`config.mk`:
```
export PLATFORM = sky130hd
export DESIGN_NAME = servo_pwm_array
export DESIGN_NICKNAME = d
export VERILOG_FILES = /design/src/rtl/servo_pwm_array.sv
export SDC_FILE = /design/constraint.sdc
export NUM_CORES = 1
export LEC_CHECK = 0
export ABC_AREA = 1
export BUFFER_PORTS_ARGS = -buffer_cell sky130_fd_sc_hd__buf_2
export CAP_MARGIN = 10
export CORE_ASPECT_RATIO = 2
export CORE_MARGIN = 2
export CORE_UTILIZATION = 40
export CTS_BUF_LIST = sky130_fd_sc_hd__clkbuf_8
export DETAILED_ROUTE_END_ITERATION = 16
export GPL_TIMING_DRIVEN = 1
export PLACE_DENSITY_LB_ADDON = 0.05
export SLEW_MARGIN = 5
export SYNTH_ARGS = -nofsm -noshare
export SYNTH_HDL_FRONTEND = slang
export SYNTH_SLANG_ARGS = --single-unit
```
`constraint.sdc`:
```
create_clock -name clock -period 5.4 [get_ports clock]
set_input_delay 0.27 -clock clock [delete_from_list [all_inputs] [get_ports clock]]
set_output_delay 0.27 -clock clock [all_outputs]
set_load 0.005 [all_outputs]
```
`src/rtl/servo_pwm_array.sv`:
```
// servo_pwm_array: multi-channel servo PWM generator sharing one frame counter.
// Each channel keeps a written target angle and a slew-limited current angle.
// The current angle steps toward the target once per frame, and the pulse
// width is reloaded only at the frame boundary, so pulses are never cut short
// or stretched partway through a frame.
//
// Ports:
//   clock        system clock
//   reset        asynchronous, active-high reset
//   wr_en        target angle write strobe
//   wr_chan      channel index for the write (out-of-range writes are ignored)
//   wr_angle     requested angle in degrees, clamped to MAX_ANGLE
//   signal       PWM outputs, bit i drives servo i
//   frame_start  one-cycle pulse aligned with the rising edge of every pulse
//   settled      bit i high when channel i current angle equals its target
module servo_pwm_array #(
  parameter int unsigned CHANNELS      = 2,
  parameter int unsigned PERIOD_CYCLES = 1000000,
  parameter int unsigned MIN_PULSE     = 25000,
  parameter int unsigned STEP_PER_DEG  = 138,
  parameter int unsigned MAX_ANGLE     = 180,
  parameter int unsigned RESET_ANGLE   = 90,
  parameter int unsigned SLEW_DEG      = 0,
  localparam int unsigned CHAN_W       = (CHANNELS > 1) ? $clog2(CHANNELS) : 1
) (
  input  logic                clock,
  input  logic                reset,
  input  logic                wr_en,
  input  logic [CHAN_W-1:0]   wr_chan,
  input  logic [31:0]         wr_angle,
  output logic [CHANNELS-1:0] signal,
  output logic                frame_start,
  output logic [CHANNELS-1:0] settled
);

  localparam int unsigned     CNT_W       = (PERIOD_CYCLES > 1) ? $clog2(PERIOD_CYCLES) : 1;
  localparam logic [CNT_W-1:0] LAST_COUNT = CNT_W'(PERIOD_CYCLES - 1);
  localparam logic [7:0]      MAX_A       = 8'(MAX_ANGLE);
  localparam logic [7:0]      RESET_A     = 8'(RESET_ANGLE);
  localparam logic [31:0]     RESET_WIDTH = 32'(MIN_PULSE + STEP_PER_DEG * RESET_ANGLE);

  logic [CNT_W-1:0] count;
  logic [7:0]       target  [CHANNELS];
  logic [7:0]       cur     [CHANNELS];
  logic [31:0]      width   [CHANNELS];
  logic [7:0]       delta_c [CHANNELS];
  logic [7:0]       step_c  [CHANNELS];
  logic [7:0]       cur_nxt_c [CHANNELS];
  logic             boundary_c;
  logic             wr_hit_c;
  logic [7:0]       wr_clamped_c;

  // Frame boundary: last cycle of the frame
  always_comb begin
    boundary_c = (count == LAST_COUNT);
  end

  // Write qualification and 32-bit clamp of the requested angle
  always_comb begin
    wr_hit_c     = wr_en && (32'(wr_chan) < CHANNELS);
    wr_clamped_c = (wr_angle > 32'(MAX_ANGLE)) ? MAX_A : wr_angle[7:0];
  end

  // Slew step toward target; SLEW_DEG of 0 jumps straight to the target
  always_comb begin
    for (int i = 0; i < int'(CHANNELS); i++) begin
      delta_c[i]   = 8'd0;
      step_c[i]    = 8'd0;
      cur_nxt_c[i] = cur[i];
      delta_c[i]   = (target[i] > cur[i]) ? (target[i] - cur[i]) : (cur[i] - target[i]);
      step_c[i]    = ((SLEW_DEG == 0) || (32'(delta_c[i]) <= SLEW_DEG)) ? delta_c[i] : 8'(SLEW_DEG);
      cur_nxt_c[i] = (target[i] > cur[i]) ? (cur[i] + step_c[i]) : (cur[i] - step_c[i]);
    end
  end

  // Frame counter, per-channel state and registered outputs
  always_ff @(posedge clock or posedge reset) begin
    if (reset) begin
      count       <= '0;
      signal      <= '0;
      frame_start <= 1'b0;
      settled     <= '1;
      for (int i = 0; i < int'(CHANNELS); i++) begin
        target[i] <= RESET_A;
        cur[i]    <= RESET_A;
        width[i]  <= RESET_WIDTH;
      end
    end else begin
      count       <= boundary_c ? '0 : (count + CNT_W'(1));
      frame_start <= (count == '0);
      for (int i = 0; i < int'(CHANNELS); i++) begin
        signal[i]  <= (32'(count) < width[i]);
        settled[i] <= (cur[i] == target[i]);
        // Boundary slew uses the pre-edge target, so a write on this edge waits a frame
        if (wr_hit_c && (wr_chan == CHAN_W'(i))) begin
          target[i] <= wr_clamped_c;
        end
        if (boundary_c) begin
          cur[i]   <= cur_nxt_c[i];
          width[i] <= 32'(MIN_PULSE) + 32'(STEP_PER_DEG) * 32'(cur_nxt_c[i]);
        end
      end
    end
  end

endmodule

```
Word-level counts from Yosys, hierarchy flattened
Index checks and enable logic that the tools add are counted.
{ "totals": {"mem_count": 0, "latchBits": 0, "out_inout_bits": 5, "in_bits": 36, "mem_bits_ro": 0, "word_cells": 41, "ramBits": 0, "reg_bits": 121} }
{ "op_classes": {"reduce_logical": 3, "shift": 0, "bitwise_logic": 1, "n_mux": 6, "n_addsub": 11, "n_div": 0, "mul": 2, "eq_ne": 3, "n_lt_le_gt_ge": 5} }
{ "op_table": {"columns": ["operator", "count"], "rows": [
  ["20-bit by 32-bit < comparator with 1-bit output", 2],
  ["8-bit subtractor", 6],
  ["8-bit 2-to-1 mux", 5],
  ["15-bit by 16-bit adder with 17-bit output, first input constant", 2],
  ["32-bit by 8-bit greater-than comparator with 1-bit output, second input constant", 1],
  ["7-bit by 8-bit multiplier with 15-bit output, first input constant", 2],
  ["20-bit by 1-bit adder with 20-bit output, second input constant", 1],
  ["20-bit == test, second input constant", 1],
  ["20-bit zero test", 1],
  ["20-bit 2-to-1 mux", 1],
  ["8-bit adder", 2],
  ["8-bit == test", 2],
  ["8-bit greater-than comparator", 2],
  ["1-bit logical AND", 2],
  ["1-bit inverter", 1]
]} }

Logic depth before layout (Yosys ltp)
Gate-level depths: netlist (run 1).
{ "logic_depth": {"ltp_word": 6, "depth_mapped": 47, "mapped_depth_nobuf": 46} }

Worst setup path after synthesis (run 1)
Ideal clock, no wire load.
{ "synth_path": {"kind": "flip-flop to flip-flop", "start": "register cur[9] in the netlist's numbering", "end": "register width[48] in the netlist's numbering", "path_buffers": 0, "setup_slack_ps": -419, "synth_period_minus_slack_ps": 5819, "setup_time_ps": 131, "arrival_ps": 5688, "path_stages_with_launch": 41, "t_required_ps": 5269, "path_cell_list": "dfstp_2 inv_1 fa_1 nand3_1 nand3_1 nand2_2 nand2_4 nand3_1 nand2_1 inv_1 ha_1 nand3_1 o21ai_0 nand2_1 xnor2_1 ha_1 a21oi_1 o21ai_0 (+5 left out) nand2_2 inv_1 ha_1 ha_1 ha_1 ha_1 nand2_1 nand2_1 a31oi_1 nand2_1 a21oi_1 o21ai_0 xnor2_1 nand2_1 inv_1 nand3_1 nand2_1 o21ai_0"} }
{ "synth_lines": {"columns": ["item", "line", "source"], "rows": [
  ["from (decl)", "44", "logic [7:0] cur [CHANNELS];"],
  ["from (signal, indexed assignment)", "99", "cur[i] <= cur_nxt_c[i];"],
  ["to (signal, indexed assignment)", "100", "width[i] <= 32'(MIN_PULSE) + 32'(STEP_PER_DEG) * 32'(cur_nxt_c[i]);"],
  ["to (decl)", "45", "logic [31:0] width [CHANNELS];"]
]} }

==> metrics.csv, run 1 <==
stage,metric,value,unit
floorplan,die_h,213.8,µm
sta,relSlewSlack,0.4102,
logic_synthesis,synthTopCellsByArea,"ha_1 18%, dfrtp_1 16%, nand2_1 12%, inv_1 9.8%, dfstp_2 8.4%",
finish,instances_no_fill,1804,
sta,fin_ws,-0.1208,ns
floorplan,ioPinCount,41,
drt,drt_drc_violations_left,0,
logic_synthesis,syn_avg_cell_area,7.125,µm²
clocking,clk_latency,0.39,ns
floorplan,core_area,0.02159,mm²
floorplan,chipWidth,108.9,µm
finish,antenna_cells,0,
power_and_ir_drop,power_frac_comb,0.878,
placed_design,gp_congestion,0.9014,
setup_path,ff2ff_setup_slack,-0.12,ns
power_and_ir_drop,p_switching,4.189,mW
grt,antenna_found_initial,0,
power_and_ir_drop,p_leak,6.447,nW
logic_synthesis,synthArstFlopShare,1.000,
finish,areaGrowthSynthToFinish,45.70,%
power_and_ir_drop,pwr-share-clk,0.051,
logic_synthesis,synth_top_flop_cell,dfrtp_1,
logic_synthesis,synth_seq_cells,85,
finish,drive_above_1_share,0.4004,
setup_path,crit_end,width[48],
setup_path,cp.arrival,5.75,ns
clocking,clk_path_buf_depth,2,
logic_synthesis,yosys_warnings,0,
power_and_ir_drop,power.density,718.1,mW/mm²
sta,finClkSkew,0.02315,ns
grt,grt_pass1_wl,42540,µm
floorplan,rows,76,
placed_design,dpl.hpwl,21120,µm
clocking,cts_buffers,9,
finish,nNetsFinal,1700,
grt,grt_max_degree,47,
grt,grt.overflow.total,0,
logic_synthesis,ys_types,46,
setup_path,start_kind,flop,
setup_path,critical_path_required,5.63,ns
power_and_ir_drop,pwr-share-seq,0.071,
clocking,cts.clk_slew.worst_paths,0.11,ns
flow_run,maxCapViolCount,0,
setup_path,cpMostUsedCell,ha_4,
power_and_ir_drop,p_int,5.018,mW
logic_synthesis,yosysTopAreaCell,ha_1,
sta,setup_viol,11,
setup_path,worstSetupStartpoint,cur[12],
sta,maxSlewViolCount,0,
logic_synthesis,ys_seq_area_frac,0.2457,
sta,fin_crit,5.521,ns
placed_design,place_inst,1741,
placed_design,port_buffers,40,
clocking,cts_tree,yes,
setup_path,reg2reg_from,cur[12],
drt,ant_nets,0,
logic_synthesis,synth-edff-count,0,
sta,finalCritPeriodShare,1.022,
hold_path,hold_path.class,in -> async,
setup_path,slowest_stage,dfstp_2,
setup_path,ff2ff_path_depth,37,
setup_path,crit_path_max_fanout,4,
setup_path,endpoint_kind,flop,
setup_path,critPathKind,reg -> reg,
clocking,holdBufCountCts,0,
setup_path,slowest_delay,0.61,ns
clocking,h-tree-depth,3,
run_status,status,finished with violations,
logic_synthesis,syn_area,0.008800,mm²
drt,routedWlPerCell,15.03,µm
sta,finalHoldViolCount,0,
finish,fin_util,0.5940,
sta,max_freq,0.1811,GHz
power_and_ir_drop,swShare,0.4550,
drt,viasPerCell,4.932,
drt,drt_wl_total,27110,µm
drt,dr_total_vias,8898,
logic_synthesis,syn_inst,1235,
clocking,root_buffer,clkbuf_8,
drt,drtIter0Drc,269,
power_and_ir_drop,peakVddDrop,536.8,µV
grt,track_usage,0.2362,
clocking,cts_sinks,85,
logic_synthesis,synth_top_area_share,0.1848,
logic_synthesis,syn_nets,1409,
setup_path,worstReg2RegEnd,width[48],
sta,grt_setup_unrepaired,yes,
sta,worst_pin_slew,0.8837,ns
floorplan,dieArea,0.02327,mm²
grt,grt_pass1_vias,9143,
drt,first_pass_iters,5,
run_status,violations,negative setup slack,
floorplan,start_util,0.4077,
[layout by cell type, fill, tap and decap left out, drive strengths merged, types with 2 or more instances in the layout]
cell and n:
nand2 309, buf 297, inv 233, ha 130
o21ai 84, nor2 83, nand3 82, a21oi 65
dfrtp 57, xor2 37, dfstp 28, nand4 25
xnor2 19, nor4 11, clkbuf 10, o211ai 8
fa 8, or2 6, o21bai 6, nor3 5
a21o 4, o21a 3, nand3b 3, clkinvlp 3
a31oi 3, o22ai 2, and2 2
[power groups by stage]
| stage | clock, mW | combinational (mW) | sequential (mW) |
|---|---|---|---|
| 2_1_floorplan | 0 | 3.32 | 0.661 |
| 3_3_place_gp | 0 | 5.62 | 0.662 |
| 3_5_place_dp | 0 | 5.63 | 0.663 |
| 4_1_cts | 0.492 | 6.29 | 0.651 |
| 5_1_grt | 0.519 | 8.89 | 0.652 |
| 6_report | 0.474 | 8.08 | 0.651 |
[worst max-delay path: cells and delay by family, from the launching register on]
| kind | cells | cell delay, ns |
|---|---|---|
| fa+ha+maj | 7 | 1.65 |
| compound gates | 8 | 1.08 |
| simple gates | 13 | 1.11 |
| buf+inv | 6 | 0.40 |
| xor+xnor | 3 | 0.52 |
| flops | 1 | 0.61 |
[state kept, by name (all words and copies together), names as in the netlist]
register	cells
settled	2
count	20
frame_start	1
target	16
width	28
signal	2
cur	16
[layer usage]
layer	vias to the layer above	wire (µm)	track usage
met3	57	513	0.02584
met1	4175	9595	0.2262
met5	-	0	0
met2	123	15990	0.4847
li1	4543	-	-
met4	0	1016	0.09903
[layout make-up]
type / instances / area [µm²]
inverters: 231 / 868.3
multi-input cells: 901 / 7051
well taps: 273 / 341.6
flip-flops and latches: 85 / 2162
clock inverters: 7 / 73.82
clock buffers: 9 / 123.9
fillers: 2054 / 8765
repair buffers: 298 / 2201
[worst min-delay path by stage]
| stage | to | start | depth (start not counted) | slack, ns |
|---|---|---|---|---|
| after floorplan | target[14] | wr_angle[6] | 2 | 0.41 |
| after global placement | target[13] | reset | 2 | 0.46 |
| after detailed placement | target[13] | reset | 2 | 0.47 |
| after CTS | target[13] | reset | 2 | 0.03 |
| after global routing | target[13] | reset | 2 | 0.08 |
| final | target[13] | reset | 2 | 0.003 |
[logic make-up (layout without fill, tap and decap cells)]
group / after synthesis / count (layout) / share of synthesized area
AO/OA/AOI/OAI: 181 / 181 / 0.1153
XOR/XNOR: 56 / 56 / 0.05574
adder cells (fa/ha/maj): 138 / 138 / 0.2030
buffers and inverters: 249 / 545 / 0.1103
flip-flops: 85 / 85 / 0.2457
AND/OR/NAND/NOR: 526 / 526 / 0.2699
[synthesized netlist by cell type, types with 7 or more instances]
cell type    n
nand2_2     19
ha_1       130
nand2_1    283
o211ai_1     8
fa_1         8
o21ai_0     80
nor4_1      11
nand4_1     23
a21oi_1     65
clkbuf_1    10
dfrtp_1     57
inv_1      230
nand2_4      7
xnor2_1     19
nand3_1     79
xor2_1      37
nor2_1      79
dfstp_2     28
[stage by stage]
step / setup TNS, ns / hold slack, ns / instance area (µm²) / worst slack (ns) / total power, mW
final: -0.9207 / 0.003274 / 12820 / -0.1208 / 9.207
after global routing: -6.159 / 0.08423 / 12820 / -0.5221 / 10.06
after CTS: -0.5921 / 0.02766 / 11820 / -0.1269 / 7.433
after detailed placement: -2.998 / 0.4657 / 11080 / -0.5106 / 6.296
after global placement: -3.023 / 0.4650 / 11080 / -0.4829 / 6.281
after floorplan: -0.04583 / 0.4144 / 9070 / -0.01834 / 3.979
[what timing repair did]
action | CTS | global route
buffers inserted | 17 | 29
resized for setup | 81 | 161
pin swaps | 46 | 106
endpoints found under the setup margin | 14 | 19
gates cloned | 0 | 1
Note: power is estimated with default switching activity, not from simulation.
==> inputs of run 2 (changes only) <==
--- a/config.mk
+++ b/config.mk
@@ -10,7 +10,7 @@
 export CAP_MARGIN = 10
 export CORE_ASPECT_RATIO = 2
 export CORE_MARGIN = 2
-export CORE_UTILIZATION = 40
+export CORE_UTILIZATION = 50
 export CTS_BUF_LIST = sky130_fd_sc_hd__clkbuf_8
 export DETAILED_ROUTE_END_ITERATION = 16
 export GPL_TIMING_DRIVEN = 1
==> metrics.csv, run 2 (synthesized netlist as in run 1, its figures left out) <==
stage,metric,value,unit
sta,fin_ws,-0.3611,ns
grt,grt_pass1_vias,9264,
drt,drt_drc_violations_left,0,
floorplan,start_util,0.5095,
clocking,cts_sinks,85,
setup_path,slowest_stage,dfstp_2,
finish,final_common_cell,buf_4,
clocking,cts_tree,yes,
placed_design,dpl.hpwl,20170,µm
power_and_ir_drop,p_leak,6.432,nW
finish,largestRegisters,"width (28), count (20)",
clocking,clk_latency,0.38,ns
finish,drive_above_1_share,0.3894,
floorplan,core_area,0.01727,mm²
sta,finalHoldViolCount,0,
setup_path,worstReg2RegEnd,width[45],
floorplan,ioPinCount,41,
finish,areaGrowthSynthToFinish,43.67,%
finish,final_cell_mix,"250 x buf_4, 249 x nand2_1, 199 x inv_1, 86 x ha_1, 66 x nor2_1",
floorplan,die_h,191.6,µm
sta,setup_viol,12,
clocking,clk_path_buf_depth,2,
sta,relSlewSlack,0.4118,
setup_path,slowest_delay,0.55,ns
drt,dr_total_vias,9154,
hold_path,hold_path.class,in -> reg,
floorplan,chipWidth,97.81,µm
setup_path,crit_path_max_fanout,8,
setup_path,reg2reg_from,target[14],
finish,final_area,0.01264,mm²
sta,grt_setup_unrepaired,yes,
finish,antenna_cells,0,
run_status,violations,negative setup slack,
sta,worst_pin_slew,0.8799,ns
sta,finClkSkew,0.01619,ns
sta,finalCritPeriodShare,1.067,
power_and_ir_drop,power.density,714.6,mW/mm²
grt,grt_pass1_wl,42340,µm
finish,nNetsFinal,1702,
drt,ant_nets,0,
drt,routedWlPerCell,15.76,µm
clocking,root_buffer,clkbuf_8,
drt,drt_wl_total,27470,µm
hold_path,whs_path_depth,4,
setup_path,ff2ff_path_depth,41,
floorplan,dieArea,0.01874,mm²
sta,max_freq,0.1736,GHz
drt,drtIter0Drc,337,
setup_path,cp.arrival,5.98,ns
grt,grt_max_degree,51,
drt,first_pass_iters,5,
finish,regMostFlops,width,
setup_path,critical_path_required,5.62,ns
sta,maxSlewViolCount,0,
clocking,h-tree-depth,3,
hold_path,hp-start,wr_angle[7],
hold_path,whs_endpoint,target[7],
grt,grt.overflow.total,0,
setup_path,cpMostUsedCell,nand2_2,
clocking,cts.clk_slew.worst_paths,0.10,ns
placed_design,gp_congestion,0.9161,
power_and_ir_drop,peakVddDrop,779.0,µV
floorplan,rows,68,
clocking,cts_buffers,9,
sta,fin_crit,5.761,ns
placed_design,port_buffers,40,
run_status,status,finished with violations,
finish,fillers,1385,
flow_run,maxCapViolCount,0,
grt,antenna_found_initial,0,
finish,largest_reg_flops,28,
drt,viasPerCell,5.252,
setup_path,critPathKind,reg -> reg,
finish,fin_util,0.7320,
grt,track_usage,0.2816,
setup_path,start_kind,flop,
placed_design,placedInstanceArea,0.01091,mm²
setup_path,ff2ff_setup_slack,-0.36,ns
setup_path,endpoint_kind,flop,
## run 2: final cells by class
type | instances | area [µm²] | area share
clock inverters | 7 | 97.59 | 0.007720
well taps | 210 | 262.8 | 0.02078
flip-flops and latches | 85 | 2163 | 0.1711
inverters | 231 | 873.3 | 0.06908
clock buffers | 9 | 123.9 | 0.009798
multi-input cells | 901 | 6915 | 0.5470
repair buffers | 300 | 2206 | 0.1745
## run 2: how the worst max path moves through the flow
stage	start	to	slack, ns	depth (start not counted)
after CTS	target[8]	width[45]	-0.10	42
final	target[14]	width[45]	-0.36	41
after detailed placement	target[8]	width[45]	-0.42	42
after floorplan	target[4]	width[14]	-0.02	43
after global routing	target[8]	width[45]	-0.65	42
after global placement	target[8]	width[45]	-0.42	38
## run 2: stage by stage
stage | setup slack, ns | total power [mW] | hold WS (ns) | instances | TNS [ns]
final | -0.3611 | 9.034 | 0.2113 | 1743 | -2.736
after global routing | -0.6532 | 9.737 | 0.2308 | 1743 | -7.109
after CTS | -0.1003 | 7.420 | 0.2034 | 1722 | -0.5684
after detailed placement | -0.4194 | 6.184 | 0.3605 | 1664 | -3.183
after global placement | -0.4223 | 6.117 | 0.3621 | 1664 | -2.905
after floorplan | -0.01834 | 3.979 | 0.4144 | 1235 | -0.04583
## run 2: metal layers
| layer | up-vias | GRT usage | routed length, µm |
|---|---|---|---|
| li1 | 4555 | - | - |
| met1 | 4335 | 0.2761 | 9647 |
| met4 | 0 | 0.1368 | 1417 |
| met3 | 89 | 0.02365 | 511 |
| met5 | - | 0 | 0 |
| met2 | 175 | 0.5751 | 15890 |
## run 2: what timing repair did
item / in CTS / in global routing
hold buffers: 1 / 0
pin swaps: 72 / 79
gates resized for setup: 97 / 119
setup buffers: 41 / 23
endpoints found under the setup margin: 15 / 19
hold endpoints to repair: 22 / 0
## run 2: power by group
group / internal, mW / switching (mW)
Sequential: 0.646 / 0.00432
Clock: 0.263 / 0.253
Combinational: 3.97 / 3.90
Total: 4.87 / 4.16
## run 2: worst max-delay path, delay by kind of cell (launching register included)
| family | cells | cell delay, ns |
|---|---|---|
| fa+ha+maj | 6 | 1.51 |
| compound gates | 6 | 0.78 |
| buf+inv | 8 | 0.72 |
| xor+xnor | 2 | 0.29 |
| flops | 1 | 0.55 |
| simple gates | 19 | 1.77 |
==> inputs of run 3 (changes only) <==
--- a/config.mk
+++ b/config.mk
@@ -9,7 +9,7 @@
 export BUFFER_PORTS_ARGS = -buffer_cell sky130_fd_sc_hd__buf_2
 export CAP_MARGIN = 10
 export CORE_ASPECT_RATIO = 2
-export CORE_MARGIN = 2
+export CORE_MARGIN = 4
 export CORE_UTILIZATION = 50
 export CTS_BUF_LIST = sky130_fd_sc_hd__clkbuf_8
 export DETAILED_ROUTE_END_ITERATION = 16
@@ -19,3 +19,4 @@
 export SYNTH_ARGS = -nofsm -noshare
 export SYNTH_HDL_FRONTEND = slang
 export SYNTH_SLANG_ARGS = --single-unit
+export TNS_END_PERCENT = 50
==> metrics.csv, run 3 (synthesized netlist as in run 1, its figures left out) <==
stage,metric,value,unit
run_status,status,finished with violations,
run_status,violations,negative setup slack,
finish,areaGrowthSynthToFinish,35.36,%
setup_path,endpoint_kind,flop,
sta,fin_ws,-0.2423,ns
placed_design,port_buffers,40,
setup_path,cp.arrival,5.85,ns
sta,worst_pin_slew,1.063,ns
drt,drt_wl_total,25050,µm
finish,nNetsFinal,1653,
sta,fin_crit,5.642,ns
hold_path,hp-start,wr_angle[7],
setup_path,reg2reg_from,target[14],
drt,drtIter0Drc,290,
sta,setup_viol,7,
finish,final_cell_mix,"264 x nand2_1, 208 x inv_1, 208 x buf_4, 91 x ha_1, 74 x nor2_1",
setup_path,worstSetupStartpoint,target[14],
grt,antenna_found_initial,0,
finish,antenna_cells,0,
drt,drt_drc_violations_left,0,
setup_path,slowest_stage,dfstp_2,
finish,drive_above_1_share,0.3342,
finish,final_common_cell,nand2_1,
finish,instances_no_fill,1694,
grt,grt_pass1_wl,40620,µm
floorplan,die_h,195.6,µm
clocking,cts_buffers,9,
power_and_ir_drop,p_leak,6.151,nW
flow_run,maxCapViolCount,0,
drt,viasPerCell,5.202,
grt,grt_pass1_vias,9156,
sta,finalCritPeriodShare,1.045,
power_and_ir_drop,power.density,652.3,mW/mm²
clocking,cts_tree,yes,
placed_design,place_inst,1651,
sta,maxSlewViolCount,0,
sta,max_freq,0.1772,GHz
finish,largestRegisters,"width (28), count (20)",
setup_path,start_kind,flop,
floorplan,start_util,0.5095,
sta,finClkSkew,0.01564,ns
clocking,root_buffer,clkbuf_8,
drt,dr_total_vias,8813,
setup_path,crit_path_max_fanout,8,
setup_path,slowest_delay,0.55,ns
hold_path,hold_path.class,in -> reg,
drt,routedWlPerCell,14.79,µm
floorplan,rows,68,
grt,grt_max_degree,83,
placed_design,gp_congestion,0.9029,
power_and_ir_drop,peakVddDrop,778.6,µV
sta,relSlewSlack,0.2910,
setup_path,critical_path_required,5.61,ns
finish,largest_reg_flops,28,
clocking,clk_path_buf_depth,2,
clocking,clk_latency,0.37,ns
floorplan,chipWidth,101.8,µm
grt,grt.overflow.total,0,
grt,track_usage,0.2563,
sta,finalHoldViolCount,0,
placed_design,dpl.hpwl,20040,µm
drt,first_pass_iters,5,
floorplan,core_area,0.01727,mm²
clocking,cts.clk_slew.worst_paths,0.10,ns
clocking,h-tree-depth,3,
sta,holdWs,0.2075,ns
floorplan,dieArea,0.01991,mm²
sta,grt_setup_unrepaired,yes,
clocking,cts_sinks,85,
drt,ant_nets,0,
setup_path,critPathKind,reg -> reg,
floorplan,ioPinCount,41,
finish,regMostFlops,width,
run 3: cell count changes in the layout (fill, tap and decap cells not counted), sizes merged:
cell,previous run,this run
buf,299,250
clkinvlp,2,1
clkbuf,9,11
bufinv,2,1
run 3: repair_timing:
action | CTS | global route
gates resized for setup | 68 | 75
endpoints found under the setup margin | 14 | 19
endpoints found under the hold margin | 3 | 0
setup buffers | 13 | 13
hold buffers | 1 | 0
pin swaps | 50 | 51
run 3: cell type report:
| class | count | area (µm²) |
|---|---|---|
| Clock buffer | 11 | 151.4 |
| Clock inverter | 5 | 58.81 |
| Fill cell | 1489 | 5360 |
| Inverter | 231 | 870.8 |
| Multi-Input combinational cell | 901 | 6599 |
| Sequential cell | 85 | 2162 |
| Tap cell | 210 | 262.8 |
| Timing Repair Buffer | 251 | 1807 |
run 3: per-layer routing:
layer  up-vias  track usage  part of all wire
met1      4077       0.2473              0.36
met3        93      0.02503             0.023
met4         0       0.1445             0.056
li1       4461            -                 -
met5         -            0                 0
met2       182       0.5017              0.56
run 3: final timing paths:
path                               to  slack, ns  cells after the start
setup / recovery            width[48]      -0.24                     36
hold / removal             target[15]       0.21                      4
setup reg to reg            width[48]      -0.24                     36
hold reg to reg             width[46]       0.49                      2
max in group asynchronous   width[42]       3.88                      4
min in group asynchronous   target[3]       0.46                      3
run 3: critical path, delay by kind of cell (launching register included):
kind                     cells  cell delay (ns)
XOR/XNOR                     2             0.38
adder cells (fa/ha/maj)      6             1.57
buffers and inverters        7             0.74
flip-flops                   1             0.55
AO/OA/AOI/OAI                7             0.95
AND/OR/NAND/NOR             14             1.29
run 3: stage by stage:
step | instance area (µm²) | TNS, ns | util | power (mW) | worst slack (ns)
after floorplan | 9057 | -0.04855 | - | 3.951 | -0.01834
after global placement | 10800 | -1.201 | 0.6253 | 5.984 | -0.2740
after detailed placement | 10800 | -2.091 | 0.6253 | 6.047 | -0.3597
after CTS | 11490 | -0.6872 | 0.6653 | 7.195 | -0.1615
after global routing | 11910 | -6.153 | 0.6897 | 8.488 | -0.5892
final | 11910 | -1.063 | 0.6897 | 7.769 | -0.2423
run 3: where the power goes:
group          internal [mW]  total (mW)  switching, mW
Sequential             0.646       0.650        0.00418
Clock                  0.240       0.482          0.242
Combinational           3.30        6.64           3.33
Total                   4.19        7.77           3.58
